`config.mk`:
```
export PLATFORM = sky130hd
export DESIGN_NAME = vga_timing_gen
export DESIGN_NICKNAME = d
export VERILOG_FILES = /design/src/rtl/vga_timing_gen.sv
export SDC_FILE = /design/constraint.sdc
export NUM_CORES = 1
export LEC_CHECK = 0
export ABC_AREA = 1
export CAP_MARGIN = 0
export CORE_ASPECT_RATIO = 1.75
export CORE_MARGIN = 2
export CORE_UTILIZATION = 30
export CTS_BUF_LIST = sky130_fd_sc_hd__clkbuf_8 sky130_fd_sc_hd__clkbuf_16
export DETAILED_ROUTE_END_ITERATION = 16
export GPL_ROUTABILITY_DRIVEN = 1
export PLACE_DENSITY = 0.51
export SLEW_MARGIN = 20
export SYNTH_ARGS = -nofsm -noshare
export SYNTH_HDL_FRONTEND = slang
export SYNTH_SLANG_ARGS = --single-unit
```
`constraint.sdc`:
```
create_clock -name Clk -period 1.5 [get_ports Clk]
set_input_delay 0.3 -clock Clk [delete_from_list [all_inputs] [get_ports Clk]]
set_output_delay 0.3 -clock Clk [all_outputs]
set_load 0.05 [all_outputs]
```
`src/rtl/vga_timing_gen.sv`:
```
// VGA raster timing generator.
// Produces the pixel-rate strobe, the pixel clock to the DAC, the raster
// counters (DrawX/DrawY) and sync/blank outputs. The sync/blank outputs are
// delayed by PIPE_DELAY pixel periods to line up with downstream registered
// colour lookup.
module vga_timing_gen #(
  parameter int H_VISIBLE  = 640,
  parameter int H_FRONT    = 16,
  parameter int H_SYNC     = 96,
  parameter int H_BACK     = 48,
  parameter int V_VISIBLE  = 480,
  parameter int V_FRONT    = 10,
  parameter int V_SYNC     = 2,
  parameter int V_BACK     = 33,
  parameter int CLK_DIV    = 2,
  parameter int PIPE_DELAY = 1
) (
  input  logic       Clk,
  input  logic       Reset_n,
  output logic       VGA_CLK,
  output logic       VGA_HS,
  output logic       VGA_VS,
  output logic       VGA_BLANK_N,
  output logic       VGA_SYNC_N,
  output logic [9:0] DrawX,
  output logic [9:0] DrawY,
  output logic       pixel_en,
  output logic       frame_start
);

  localparam int H_TOTAL = H_VISIBLE + H_FRONT + H_SYNC + H_BACK;
  localparam int V_TOTAL = V_VISIBLE + V_FRONT + V_SYNC + V_BACK;
  localparam int DW      = $clog2(CLK_DIV);
  // PIPE_DELAY=0 still uses one per-Clk register stage.
  localparam int PD      = (PIPE_DELAY < 1) ? 1 : PIPE_DELAY;

  localparam logic [DW-1:0] DIV_LAST = DW'(CLK_DIV - 1);
  localparam logic [DW-1:0] DIV_HALF = DW'(CLK_DIV / 2);
  localparam logic [9:0]    H_LAST   = 10'(H_TOTAL - 1);
  localparam logic [9:0]    V_LAST   = 10'(V_TOTAL - 1);
  localparam logic [9:0]    HS_START = 10'(H_VISIBLE + H_FRONT);
  localparam logic [9:0]    HS_END   = 10'(H_VISIBLE + H_FRONT + H_SYNC);
  localparam logic [9:0]    VS_START = 10'(V_VISIBLE + V_FRONT);
  localparam logic [9:0]    VS_END   = 10'(V_VISIBLE + V_FRONT + V_SYNC);
  localparam logic [9:0]    H_VIS    = 10'(H_VISIBLE);
  localparam logic [9:0]    V_VIS    = 10'(V_VISIBLE);

  logic [DW-1:0] div_q, div_d;
  logic [9:0]    hc_q, hc_d;
  logic [9:0]    vc_q, vc_d;
  logic          vga_clk_q;
  logic [PD-1:0] hs_pipe_q, hs_pipe_d;
  logic [PD-1:0] vs_pipe_q, vs_pipe_d;
  logic [PD-1:0] bl_pipe_q, bl_pipe_d;
  logic          hs_raw, vs_raw, blank_raw_n;

  assign pixel_en    = (div_q == DIV_LAST);
  assign frame_start = pixel_en && (hc_q == H_LAST) && (vc_q == V_LAST);

  assign hs_raw      = !((hc_q >= HS_START) && (hc_q < HS_END));
  assign vs_raw      = !((vc_q >= VS_START) && (vc_q < VS_END));
  assign blank_raw_n = (hc_q < H_VIS) && (vc_q < V_VIS);

  // Divider and raster counters advance together on the pixel strobe.
  always_comb begin
    div_d = div_q + 1'b1;
    hc_d  = hc_q;
    vc_d  = vc_q;
    if (pixel_en) begin
      div_d = '0;
      if (hc_q == H_LAST) begin
        hc_d = '0;
        vc_d = (vc_q == V_LAST) ? 10'd0 : vc_q + 10'd1;
      end else begin
        hc_d = hc_q + 10'd1;
      end
    end
  end

  // Sync/blank delay line; with no pixel delay it reloads every Clk.
  always_comb begin
    hs_pipe_d = hs_pipe_q;
    vs_pipe_d = vs_pipe_q;
    bl_pipe_d = bl_pipe_q;
    if ((PIPE_DELAY == 0) || pixel_en) begin
      hs_pipe_d[0] = hs_raw;
      vs_pipe_d[0] = vs_raw;
      bl_pipe_d[0] = blank_raw_n;
      for (int i = 1; i < PD; i++) begin
        hs_pipe_d[i] = hs_pipe_q[i-1];
        vs_pipe_d[i] = vs_pipe_q[i-1];
        bl_pipe_d[i] = bl_pipe_q[i-1];
      end
    end
  end

  // State registers; reset forces every stage to its inactive level.
  always_ff @(posedge Clk or negedge Reset_n) begin
    if (!Reset_n) begin
      div_q     <= '0;
      hc_q      <= '0;
      vc_q      <= '0;
      vga_clk_q <= 1'b0;
      hs_pipe_q <= '1;
      vs_pipe_q <= '1;
      bl_pipe_q <= '0;
    end else begin
      div_q     <= div_d;
      hc_q      <= hc_d;
      vc_q      <= vc_d;
      vga_clk_q <= (div_d >= DIV_HALF);
      hs_pipe_q <= hs_pipe_d;
      vs_pipe_q <= vs_pipe_d;
      bl_pipe_q <= bl_pipe_d;
    end
  end

  assign VGA_CLK     = vga_clk_q;
  assign VGA_HS      = hs_pipe_q[PD-1];
  assign VGA_VS      = vs_pipe_q[PD-1];
  assign VGA_BLANK_N = bl_pipe_q[PD-1];
  assign VGA_SYNC_N  = 1'b0;
  assign DrawX       = hc_q;
  assign DrawY       = vc_q;

endmodule

```
==> qor.yml <==
status:
  status: "complete, but fails checks"
  violations: "negative setup slack"
job:
  maxCapViolations: 0
grt:
  grt.total_usage_pct: 16.6
  grt-ovfl-total: 0
  grt_pass1_vias: 1572
  grt_max_degree: 25
  antenna_found_initial: 0
  grt_pass1_wl_um: 6930
sta:
  rsz0062_at_grt: "yes"
  fmax_mhz: 563
  fin_ws_ps: -275
  final-max-slew-violation-count: 0
  finalSetupViolCount: 2
  finalCritPeriodShare_pct: 118
  final-hold-violation-count: 0
  post-route-min-period_ps: 1780
  finClkSkew_ps: 4.78
worst_setup_path:
  critPathLaunch: "DrawY[1]$_DFFE_PN0P_"
  path_class: "reg -> out"
  rr_startpoint: "DrawY[1]$_DFFE_PN0P_"
  slowest_stage: "dfrtp_2"
  worst-path-max-fanout: 2
  cpMostUsedCell: "inv_2"
  path_cells: "inv_2 -> ha_4 -> inv_2 -> nor3_2 -> nand4_1 -> nor2_4 -> buf_12"
  arrival_ps: 1480
  crit_path_end_kind: "output pin"
  worstPathRequired_ps: 1200
  cpPeakStageDelay_ps: 420
  cp-start-kind: "flop"
finish:
  antenna-diode-count: 0
  nets: 264
  final_cell_mix: "43 x nand2_1, 36 x buf_4, 26 x buf_12"
  fillers: 459
  final_common_cell: "nand2_1"
  synthToLayoutAreaGrowth_pct: 72.7
  final_util_pct: 52.9
  design_area_um2: 2450
  drive_gt1_share_pct: 43.4
route:
  viasPerCell: 4.71
  dr_total_vias: 1452
  wl_per_cell_um: 13.0
  drt-initial-drc-count: 17
  drcViolationCount: 0
  first_pass_iters: 4
  ant_nets: 0
  routed_wl_um: 4020
power:
  worst_ir_drop_vdd_mv: 0.415
  leakagePower_uw: 0.00118
  power_density_nw_per_um2: 441
yosys:
  synth_warnings: 0
  ys_types: 25
  synth-seq-area-share_pct: 42.6
  synth_nets: 198
  synth-seq-cells: 24
  netlist_area_um2: 1420
  synthCells: 191
  synth_area_per_cell_um2: 7.42
die:
  die_w_um: 55.9
  core_area_um2: 4620
  rows: 33
  die-area_um2: 5310
  die_h_um: 94.9
  io_pins: 29
  start_util_pct: 30.6
clocking:
  numCtsBuffers: 3
  htree_levels: 1
  hold_buffers: 0
  tritoncts: "yes"
  clkLatencyLatePin_ps: 270
  clock_sinks: 24
  cts-root-buf: "clkbuf_8"
  clkTransAtPathRegs_ps: 90
  cts.path.max_buffers: 2
hold_path:
  holdCritPathClass: "in -> async"
place:
  post-place-ws_ps: -26.7
  place_area_um2: 2320
  io_buffer_count: 27
  place_hpwl_um: 3160
  place_congestion: 0.770
-- power by group --
group | leakage, uW | switching [uW] | internal [uW]
sequential | 0.000288 | 0 | 646
combinational | 0.000868 | 19.0 | 3.98
clock | 0.0000269 | 225 | 184
-- metal layers --
metal	track usage [%]	part of all wire [%]
met3	1.37	2.1
met5	0	0
met4	5.36	0.90
met1	16.6	36
met2	34.8	61
-- Yosys cell counts, drive strengths merged --
cell,count,share of area (%)
nand2,46,12
inv,30,7.9
dfrtp,22,39
nor2,22,6.5
nand3,19,7.1
o21ai,13,4.6
nor3,9,3.5
nand4,6,2.7
ha,5,4.4
xor2,5,3.1
buf,3,1.9
or2,3,1.3
a21oi,2,0.71
dfstp,2,3.7
a31oi,1,0.44
clkbuf,1,0.26
conb,1,0.26
o21bai,1,0.53
-- final timing paths --
kind / endpoint / slack [ps] / depth (start not counted)
max: frame_start / -280 / 7
min: DrawY[4]$_DFFE_PN0P_ / 390 / 2
max reg2reg: DrawY[4]$_DFFE_PN0P_ / 30 / 8
min reg2reg: VGA_VS$_DFFE_PN1P_ / 510 / 2
max in group asynchronous: VGA_HS$_DFFE_PN1P_ / 810 / 2
min in group Clk: VGA_VS$_DFFE_PN1P_ / 510 / 2
-- worst max-delay path, delay by kind of cell, from the launching register on --
kind | cells | cell delay [ps]
flip-flops | 1 | 420
buffers and inverters | 3 | 250
AND/OR/NAND/NOR | 3 | 410
adder cells (fa/ha/maj) | 1 | 130
-- cell families after synthesis --
logic type / Yosys count / synth area share (%)
compound gates: 17 / 6.27
xor+xnor: 5 / 3.09
fa+ha+maj: 5 / 4.42
buf+inv: 34 / 10.1
flops: 24 / 42.6
other cells: 1 / 0.265
simple gates: 105 / 33.3
-- registers in the layout, indices dropped and copies added, names as in the netlist --
signal,count
VGA_HS,1
VGA_BLANK_N,1
pixel_en,1
DrawX,10
VGA_VS,1
DrawY,10
-- per-stage QoR --
step / hold slack (ps) / cells / power (uW) / setup TNS (ps)
5_1_grt: 415 / 308 / 1110 / -489
3_3_place_gp: 501 / 300 / 684 / -16.0
4_1_cts: 397 / 305 / 1090 / -304
6_report: 389 / 308 / 1080 / -280
3_5_place_dp: 503 / 300 / 684 / -26.7
2_1_floorplan: 4.41 / 191 / 667 / -191
-- timing repair --
item | in CTS | in global routing
gates resized for setup | 4 | 14
setup buffers | 1 | 3
endpoints found under the setup margin | 2 | 9
cloned | 0 | 0
pin swaps | 4 | 6
-- area by class of cell --
| cell class | instances | area [um2] | share of cell area, % |
|---|---|---|---|
| repair buffers | 65 | 823 | 33.7 |
| multi-input cells | 133 | 777 | 31.8 |
| flip-flops and latches | 24 | 621 | 25.4 |
| inverters | 30 | 115 | 4.71 |
| well taps | 52 | 65.1 | 2.66 |
| clock buffers | 3 | 41.3 | 1.69 |
| clock inverters | 1 | 3.75 | 0.153 |
Power figures use the tool's default switching activity.
